<file path="config.mk">
export PLATFORM = sky130hd
export DESIGN_NAME = bnn_seq_classifier
export DESIGN_NICKNAME = d
export VERILOG_FILES = /design/src/rtl/bnn_seq_classifier_pkg.sv /design/src/rtl/bnn_seq_classifier_xnor_popcount.sv /design/src/rtl/bnn_seq_classifier.sv
export SDC_FILE = /design/constraint.sdc
export NUM_CORES = 1
export LEC_CHECK = 0
export BUFFER_PORTS_ARGS = -buffer_cell sky130_fd_sc_hd__buf_2
export CAP_MARGIN = 20
export CORE_MARGIN = 8
export CORE_UTILIZATION = 45
export CTS_BUF_LIST = sky130_fd_sc_hd__clkbuf_4 sky130_fd_sc_hd__clkbuf_8
export CTS_CLUSTER_SIZE = 12
export DETAILED_ROUTE_END_ITERATION = 7
export PLACE_DENSITY = 0.64
export SETUP_SLACK_MARGIN = 0.05
export SLEW_MARGIN = 20
export SYNTH_ARGS = -nofsm -noshare
export SYNTH_HDL_FRONTEND = slang
export SYNTH_SLANG_ARGS = --single-unit
</file>
<file path="constraint.sdc">
create_clock -name clk -period 10.05 [get_ports clk]
set_input_delay 3.015 -clock clk [delete_from_list [all_inputs] [get_ports clk]]
set_output_delay 3.015 -clock clk [all_outputs]
set_load 0.02 [all_outputs]
</file>
<file path="src/rtl/bnn_seq_classifier_pkg.sv">
// Shared types and width helpers for the time-multiplexed BNN classifier.
package bnn_seq_classifier_pkg;

  typedef enum logic [1:0] {
    ST_IDLE = 2'd0,
    ST_HID  = 2'd1,
    ST_OUT  = 2'd2,
    ST_DONE = 2'd3
  } state_t;

  function automatic int max_int(input int a, input int b);
    return (a > b) ? a : b;
  endfunction

  // Score width: popcount of up to wm bits plus a sign, or the bias, whichever is wider, plus the carry bit.
  function automatic int score_width(input int wm, input int bias_w);
    return max_int($clog2(wm + 1) + 1, bias_w) + 1;
  endfunction

endpackage

</file>
<file path="src/rtl/bnn_seq_classifier_xnor_popcount.sv">
// One binary neuron: masked XNOR-popcount plus signed bias, and its sign activation.
module bnn_xnor_popcount #(
  parameter int WIDTH  = 8,
  parameter int BIAS_W = 5,
  parameter int SW     = 6
) (
  input  logic [WIDTH-1:0]         x,
  input  logic [WIDTH-1:0]         w,
  input  logic [WIDTH-1:0]         mask,
  input  logic signed [BIAS_W-1:0] bias,
  output logic signed [SW-1:0]     sum,
  output logic                     act
);

  logic [WIDTH-1:0] match;
  logic [SW-1:0]    cnt;

  always_comb begin
    match = ~(x ^ w) & mask;
    cnt   = '0;
    for (int i = 0; i < WIDTH; i++) cnt = cnt + SW'(match[i]);
    sum = $signed(cnt + {{(SW - BIAS_W){bias[BIAS_W-1]}}, bias});
    act = ~sum[SW-1];
  end

endmodule

</file>
<file path="src/rtl/bnn_seq_classifier.sv">
// Time-multiplexed BNN classifier: one neuron per enabled cycle through a shared XNOR-popcount datapath.
module bnn_seq_classifier
  import bnn_seq_classifier_pkg::*;
#(
  parameter int N_IN        = 8,
  parameter int N_HID       = 4,
  parameter int N_OUT       = 2,
  parameter int BIAS_W      = 5,
  parameter int ALERT_CLASS = 1,
  localparam int NR = N_HID + N_OUT,
  localparam int AW = $clog2(NR),
  localparam int WM = max_int(N_IN, N_HID),
  localparam int SW = score_width(WM, BIAS_W),
  localparam int CW = $clog2(N_OUT),
  localparam int IW = max_int(1, $clog2(max_int(N_HID, N_OUT)))
) (
  input  logic                     clk,
  input  logic                     rst_n,
  input  logic                     ena,
  input  logic                     cfg_we,
  input  logic [AW-1:0]            cfg_addr,
  input  logic [WM-1:0]            cfg_wdata,
  input  logic signed [BIAS_W-1:0] cfg_bias,
  output logic                     cfg_err,
  input  logic                     in_valid,
  output logic                     in_ready,
  input  logic [N_IN-1:0]          in_bits,
  input  logic                     alert_force,
  output logic                     out_valid,
  input  logic                     out_ready,
  output logic [CW-1:0]            out_class,
  output logic signed [SW-1:0]     out_score,
  output logic [N_HID-1:0]         out_hidden,
  output logic                     out_alert
);

  state_t                  state_q, state_d;
  logic [IW-1:0]           idx_q, idx_d;
  logic [N_IN-1:0]         x_q;
  logic [N_HID-1:0]        hid_q;
  logic signed [SW-1:0]    best_score_q, new_score;
  logic [CW-1:0]           best_class_q, new_class;
  logic [WM-1:0]           w_q [NR];
  logic signed [BIAS_W-1:0] b_q [NR];

  logic                    accept, cfg_ok, take_new;
  logic [AW-1:0]           row;
  logic [WM-1:0]           x_op, mask_op;
  logic signed [SW-1:0]    sum;
  logic                    act;

  assign in_ready  = (state_q == ST_IDLE) && ena;
  assign out_valid = (state_q == ST_DONE);
  assign out_alert = (out_valid && (out_class == CW'(ALERT_CLASS))) || alert_force;
  assign cfg_ok    = cfg_we && (state_q == ST_IDLE) && (int'(cfg_addr) < NR);

  // Operand mux: hidden layer reads the latched features, output layer reads the hidden vector.
  always_comb begin
    row     = AW'(idx_q);
    x_op    = WM'(x_q);
    mask_op = WM'({N_IN{1'b1}});
    if (state_q == ST_OUT) begin
      row     = AW'(N_HID) + AW'(idx_q);
      x_op    = WM'(hid_q);
      mask_op = WM'({N_HID{1'b1}});
    end
  end

  bnn_xnor_popcount #(.WIDTH(WM), .BIAS_W(BIAS_W), .SW(SW)) u_neuron (
    .x    (x_op),
    .w    (w_q[row]),
    .mask (mask_op),
    .bias (b_q[row]),
    .sum  (sum),
    .act  (act)
  );

  // NOTE: every signal assigned here gets a default first so no path leaves it unassigned (no latch).
  always_comb begin
    state_d   = state_q;
    idx_d     = idx_q;
    accept    = 1'b0;
    take_new  = (idx_q == '0) || (sum > best_score_q);
    new_score = take_new ? sum : best_score_q;
    new_class = take_new ? CW'(idx_q) : best_class_q;
    unique case (state_q)
      ST_IDLE: if (in_valid && in_ready) begin
        accept  = 1'b1;
        state_d = ST_HID;
        idx_d   = '0;
      end
      ST_HID: begin
        if (idx_q == IW'(N_HID - 1)) begin
          state_d = ST_OUT;
          idx_d   = '0;
        end else idx_d = idx_q + 1'b1;
      end
      ST_OUT: begin
        if (idx_q == IW'(N_OUT - 1)) begin
          state_d = ST_DONE;
          idx_d   = '0;
        end else idx_d = idx_q + 1'b1;
      end
      ST_DONE: if (out_ready) state_d = ST_IDLE;
      default: state_d = ST_IDLE;
    endcase
  end

  // NOTE: the weight array is reset like any other state because a reset must clear loaded weights.
  always_ff @(posedge clk or negedge rst_n) begin
    if (!rst_n) begin
      state_q      <= ST_IDLE;
      idx_q        <= '0;
      x_q          <= '0;
      hid_q        <= '0;
      best_score_q <= '0;
      best_class_q <= '0;
      out_hidden   <= '0;
      out_class    <= '0;
      out_score    <= '0;
      cfg_err      <= 1'b0;
      for (int r = 0; r < NR; r++) begin
        w_q[r] <= '0;
        b_q[r] <= '0;
      end
    end else begin
      // NOTE: non-blocking assignments so every register samples pre-edge values regardless of order.
      cfg_err <= ena && cfg_we && !cfg_ok;
      if (ena) begin
        state_q <= state_d;
        idx_q   <= idx_d;
        if (cfg_ok) begin
          w_q[cfg_addr] <= cfg_wdata;
          b_q[cfg_addr] <= cfg_bias;
        end
        if (accept) x_q <= in_bits;
        if (state_q == ST_HID) hid_q[idx_q] <= act;
        if (state_q == ST_OUT) begin
          best_score_q <= new_score;
          best_class_q <= new_class;
          // Published outputs change only on DONE entry and hold through IDLE.
          if (state_d == ST_DONE) begin
            out_hidden <= hid_q;
            out_class  <= new_class;
            out_score  <= new_score;
          end
        end
      end
    end
  end

endmodule

</file>
==> flow_summary.toml, run 1 <==
[clock_network]
post_cts_buffers = 0
cts.root.buffer_cell = "clkbuf_8"
hold_buffers = 0
cts_made_buffers = 9
cts.sink_count = 105
cts_tree = "yes"
clock_path_buffers = 2
htree_num_levels = 3
clock_insertion_delay_worst_skew_ns = 0.38
cts.reportedPaths.clkPinSlew_ns = 0.11
cts_resized = 0

[placed_design]
placed_area_um2 = 5820
place_hpwl_mm = 8.03
globalplace.congestion = 0.784
io_buffer_count = 45
place.detailed.instances = 612

[detailed_routing]
dr.first_iter.drc_count = 197
met2RoutedLength_mm = 5.46
total_vias_in_the_final_route = 3453
totalWireLength_mm = 11.1
met1Wirelength_mm = 5.02
route.antenna.remaining_nets = 0
vias_per_cell = 5.50
post_drt_wl_per_cell_um = 17.6
dr_wl_met3_um = 426
drt_pass1_iterations = 4
routed.top_layer = "met4"
drc = 0

[synthesis]
synth_async_sr_flop_share = 1.00
synth_compound_area_frac = 0.0517
syn_inst = 434
yosys_warnings = 0
net_count_of_the_mapped_netlist = 496
share_of_the_yosys_chip_area_belonging_to_registers = 0.481
yosys-mux-area-fraction = 0.261
synth-seq-cells = 105
syn_area_per_cell_um2 = 12.6
post_synth_and_or_nand_nor_area_fraction = 0.0714
synth.cell_area_um2 = 5470
synthAdderAreaFrac = 0.0765
synth_top_family_by_area = "multiplexers"
xor_xnor_fraction_of_synth_area = 0.0222
ys.flop_type = "dfrtp_1"
number_of_synthesized_flops_with_an_enable_pin = 0
synth.distinct_cells = 48

[die]
die_height_um = 126
die_width_um = 126
num_io_pins = 46
die_footprint_um2 = 15900
core_box_area_um2 = 11900
placementRows = 40
initial_core_util = 0.459

[global_route]
antenna_found_initial = 0
first_global_vias = 3620
grt.overflow.total = 0
grt_first_pass_wirelength_mm = 18.7
grt.total_usage = 0.148
grt_max_degree = 70

[finish]
final_area_um2 = 6030
share_of_post_route_cells_with_drive_strength_above_1 = 0.345
syn_to_final_growth_pct = 10.3
finalNonFillerCells = 628
final_net_count = 538
antennaDiodeCount = 0

[run]
maxCapViolCount = 0

[sta]
grt_setup_unrepaired = "no"
setup_viol_count_final = 0
worst-slew-pin-transition_ns = 0.965
tns_ns = 0
fmax_mhz = 140
max-slew-margin-rel = 0.357
maxSlewViolCount = 0
layout_min_cycle_time_ns = 7.13
finalHoldViolCount = 0
post-route-period-util = 0.709
timing.clock.skew_ns = 0.0155

[critical_path]
setup.worst_path.end_class = "flop"
critical_path_class = "flop to flop"
critical_path_arrival_ns = 7.39
timing.critical_path.fanout_max = 29
critical_path.startpoint_type = "flop"
cp.required_ns = 10.31

[status]
outcome = "finished, final reports clean"

[min_path]
hp-class = "flop to flop"
==> synthesized netlist by cell type, types with 7 or more instances <==
cell,count,share of area
mux2_2,86,0.18
nor2_1,15,0.010
ha_1,27,0.062
o21ai_0,16,0.015
nand3_1,9,0.0082
buf_2,8,0.0073
clkbuf_1,7,0.0048
mux4_2,9,0.037
xnor2_1,7,0.011
dfrtp_1,105,0.48
inv_1,24,0.016
nand2_1,34,0.023
a21oi_1,7,0.0064
mux2i_1,14,0.026
==> final timing paths <==
check,endpoint,depth (start not counted),start,slack (ns)
worst max register to register,best_class_q$_DFFE_PN0P_,22,idx_q[0]$_DFFE_PN0P_,2.92
max in group asynchronous,b_q[27]$_DFFE_PN0P_,2,rst_n,6.24
worst max-delay path,best_class_q$_DFFE_PN0P_,22,idx_q[0]$_DFFE_PN0P_,2.92
worst min register to register,out_score[0]$_DFFE_PN0P_,2,out_score[0]$_DFFE_PN0P_,0.48
min in group asynchronous,hid_q[0]$_DFFE_PN0P_,1,rst_n,2.59
worst min-delay path,out_score[0]$_DFFE_PN0P_,2,out_score[0]$_DFFE_PN0P_,0.48
==> routing by layer <==
metal	global-route usage	up-vias
li1	-	1627
met3	0.0367	13
met1	0.185	1758
met4	0.0495	0
met5	0	-
met2	0.247	55
==> kinds of logic (layout without fill, tap and decap cells) <==
family,count (synthesis),count (layout)
buffers and inverters,45,92
adder cells (fa/ha/maj),31,31
AO/OA/AOI/OAI,43,43
multiplexers,114,114
AND/OR/NAND/NOR,83,83
flip-flops,105,105
XOR/XNOR,13,13
==> registers in the layout (all words and copies together), names as in the netlist <==
| signal | flops |
|---|---|
| b_q | 30 |
| best_class_q | 1 |
| out_class | 1 |
| cfg_err | 1 |
| idx_q | 2 |
| w_q | 40 |
| best_score_q | 6 |
| hid_q | 4 |
| out_score | 6 |
| out_hidden | 4 |
| state_q | 2 |
| x_q | 8 |
==> layout make-up <==
| type | instances | area (um2) |
|---|---|---|
| Clock inverter | 6 | 73.8 |
| Tap cell | 147 | 184 |
| Clock buffer | 10 | 131 |
| Sequential cell | 105 | 2630 |
| Inverter | 25 | 93.8 |
| Multi-Input combinational cell | 284 | 2650 |
| Timing Repair Buffer | 51 | 273 |
| Fill cell | 1074 | 5880 |
==> per-stage QoR <==
stage / setup slack, ns / util / hold slack, ns
2_1_floorplan: 3.50 / - / 0.464
3_3_place_gp: 3.14 / 0.489 / 0.454
3_5_place_dp: 2.97 / 0.489 / 0.465
4_1_cts: 2.91 / 0.506 / 0.488
5_1_grt: 2.46 / 0.506 / 0.524
6_report: 2.92 / 0.506 / 0.476
==> cell usage in the layout, fill, tap and decap left out, drive strengths merged, types with 2 or more instances in the layout <==
cell,instances
a21o,5
a21oi,8
a221o,3
a31oi,2
and2,2
and3,5
buf,51
clkbuf,10
clkinv,2
dfrtp,105
fa,4
ha,27
inv,27
mux2,87
mux2i,14
mux4,13
nand2,34
nand2b,3
nand3,9
nor2,15
nor2b,3
nor3,2
o21ai,16
or3,4
xnor2,7
xor2,6
==> critical path, cell delays in order, from the launching register on <==
cell	delay (ns)
dfrtp_1	0.34
buf_4	0.42
mux4_1	0.65
xor2_1	0.14
o21ai_0	0.09
ha_1	0.31
inv_1	0.05
fa_1	0.50
fa_1	0.55
inv_1	0.06
fa_1	0.44
ha_1	0.29
a21o_1	0.16
a21oi_1	0.22
o21ai_0	0.19
xor2_2	0.32
inv_1	0.08
ha_1	0.32
nand4_1	0.11
o21bai_1	0.17
a32oi_1	0.74
and3_1	0.47
mux2_2	0.38
Power of run 1 is left out: the tool's default activity adds up to more than one toggle a clock period on the data nets, which glitch-free logic cannot reach.
==> inputs of run 2 (changes only) <==
Settings changed: ABC_AREA set to 1.
Clock period 10.05 ns to 7.5 ns, I/O delays scaled along.
==> run 2 against run 1 <==
Critical path depth rose by 8. Fmax rose by 14%. Routed wire length rose by 14%. Cell area rose by 3.1%. Critical path type unchanged.
==> flow_summary.toml, run 2 <==
[clock_network]
cts.sink_count = 105
cts.root.buffer_cell = "clkbuf_8"
htree_num_levels = 3
clock_insertion_delay_worst_skew_ns = 0.38
cts_resized = 0
cts_made_buffers = 9
clock_path_buffers = 2
hold_buffers = 0
post_cts_buffers = 0
cts.reportedPaths.clkPinSlew_ns = 0.10
cts_tree = "yes"

[global_route]
first_global_vias = 4289
grt_max_degree = 55
grt.total_usage = 0.159
grt.overflow.total = 0
antenna_found_initial = 0
grt_first_pass_wirelength_mm = 21.0

[critical_path]
path_common_cell = "inv_1"
critical_path.top_delay_family = "adder cells"
critical_path_class = "flop to flop"
cp.required_ns = 7.77
timing.critical_path.fanout_max = 13
worstPathBufferInverterCount = 7
setup.worst_path.end_class = "flop"
worst_path_largest_cell_delay_ns = 0.54
critical-path-slowest-cell = "fa_1"
critical_path_arrival_ns = 6.54
critical_path.startpoint_type = "flop"

[die]
die_width_um = 129
die_footprint_um2 = 16600
placementRows = 41
core_box_area_um2 = 12500
die_height_um = 129
initial_core_util = 0.458
num_io_pins = 46

[sta]
timing.clock.skew_ns = 0.0174
grt_setup_unrepaired = "no"
layout_min_cycle_time_ns = 6.27
tns_ns = 0
maxSlewViolCount = 0
setup_viol_count_final = 0
fmax_mhz = 159
post-route-period-util = 0.836
worst-slew-pin-transition_ns = 0.708
max-slew-margin-rel = 0.527
finalHoldViolCount = 0

[synthesis]
syn_inst = 654
synth-seq-cells = 105
post_synth_and_or_nand_nor_area_fraction = 0.199
yosys-top-cells-count = "181 x nand2_1, 105 x dfrtp_1, 57 x inv_1"
netlist.top_cell.by_area = "dfrtp_1"
synth_top_family_by_area = "simple AND/OR/NAND/NOR gates"
number_of_synthesized_flops_with_an_enable_pin = 0
synth.most_common_cell = "nand2_1"
ys.flop_type = "dfrtp_1"
synth_async_sr_flop_share = 1.00
xor_xnor_fraction_of_synth_area = 0.0107
synth.distinct_cells = 41
syn_area_per_cell_um2 = 8.77
share_of_the_yosys_chip_area_belonging_to_registers = 0.458
yosys_warnings = 0
synth_largest_type_area_fraction = 0.458
yosys-mux-area-fraction = 0.0190
yosys-top-cells-area = "dfrtp_1 46%, nand2_1 12%, ha_1 5.9%"
net_count_of_the_mapped_netlist = 716
synth_compound_area_frac = 0.157
synth.cell_area_um2 = 5730
synthAdderAreaFrac = 0.0729

[finish]
syn_to_final_growth_pct = 8.38
largestRegisters = "w_q: 40 flops, b_q: 30 flops, x_q: 8 flops"
max_flop_register = "w_q"
finalNonFillerCells = 864
nFillCells = 1247
final_net_count = 750
layout_commonest_cell = "nand2_1"
share_of_post_route_cells_with_drive_strength_above_1 = 0.163
most-common-layout-cells = "181 x nand2_1, 105 x dfrtp_1, 57 x inv_1, 52 x o21ai_0, 48 x o21ai_1"
largest_reg_flops = 40
antennaDiodeCount = 0

[detailed_routing]
drt_pass1_iterations = 5
dr.first_iter.drc_count = 278
post_drt_wl_per_cell_um = 14.6
route.antenna.remaining_nets = 0
total_vias_in_the_final_route = 4388
drc = 0
vias_per_cell = 5.08
totalWireLength_mm = 12.6

[placed_design]
globalplace.congestion = 0.878
place.detailed.instances = 849
io_buffer_count = 45
place_hpwl_mm = 9.17

[min_path]
hp-class = "flop to flop"

[status]
outcome = "finished, final reports clean"

[run]
maxCapViolCount = 0
## run 2: path summary, 6_finish.rpt
path | from | to | slack [ns] | depth (start not counted)
max in group asynchronous | rst_n | w_q[37]$_DFFE_PN0P_ | 4.50 | 2
min reg2reg | out_hidden[3]$_DFFE_PN0P_ | out_hidden[3]$_DFFE_PN0P_ | 0.48 | 2
max | state_q[0]$_DFFE_PN0P_ | out_score[5]$_DFFE_PN0P_ | 1.23 | 30
min | out_hidden[3]$_DFFE_PN0P_ | out_hidden[3]$_DFFE_PN0P_ | 0.48 | 2
min in group asynchronous | rst_n | b_q[10]$_DFFE_PN0P_ | 1.88 | 1
max reg2reg | state_q[0]$_DFFE_PN0P_ | out_score[5]$_DFFE_PN0P_ | 1.23 | 30
## run 2: cell families (layout without fill, tap and decap cells)
family | count (synthesis) | after routing
fa+ha+maj | 31 | 31
compound gates | 152 | 152
buf+inv | 92 | 130
simple gates | 257 | 257
mux | 10 | 10
xor+xnor | 7 | 7
flops | 105 | 105
## run 2: worst register-to-register path: cells and delay by family, from the launching register on
family / cells / cell delay (ns)
simple gates: 10 / 1.28
flops: 1 / 0.42
fa+ha+maj: 8 / 2.84
buf+inv: 7 / 0.82
xor+xnor: 2 / 0.27
compound gates: 3 / 0.53
## run 2: layout make-up
class                      count  area, um2  area share
clock buffer                   9        124      0.0199
clock inverter                 6       98.8      0.0159
inverter                      64        243      0.0391
multi-input combinational    457       2630       0.424
sequential                   105       2630       0.423
tap                          172        215      0.0346
timing repair buffer          51        273      0.0439
## run 2: through the flow
stage               cell area (um2)  utilization  setup slack, ns  hold slack [ns]
floorplan                      5730            -             2.05            0.448
global placement               5990        0.479             1.40            0.453
detailed placement             5990        0.479             1.18            0.455
CTS                            6210        0.496             1.17            0.478
global route                   6210        0.496            0.585            0.499
finish                         6210        0.496             1.23            0.476
## run 2: layer usage
| layer | track usage | vias up | part of all wire |
|---|---|---|---|
| met1 | 0.196 | 2075 | 0.45 |
| met4 | 0.0463 | 0 | 0.015 |
| met2 | 0.267 | 93 | 0.49 |
| met3 | 0.0422 | 13 | 0.047 |
| li1 | - | 2207 | - |
| met5 | 0 | - | 0 |
Power of run 2 is left out for the same reason.
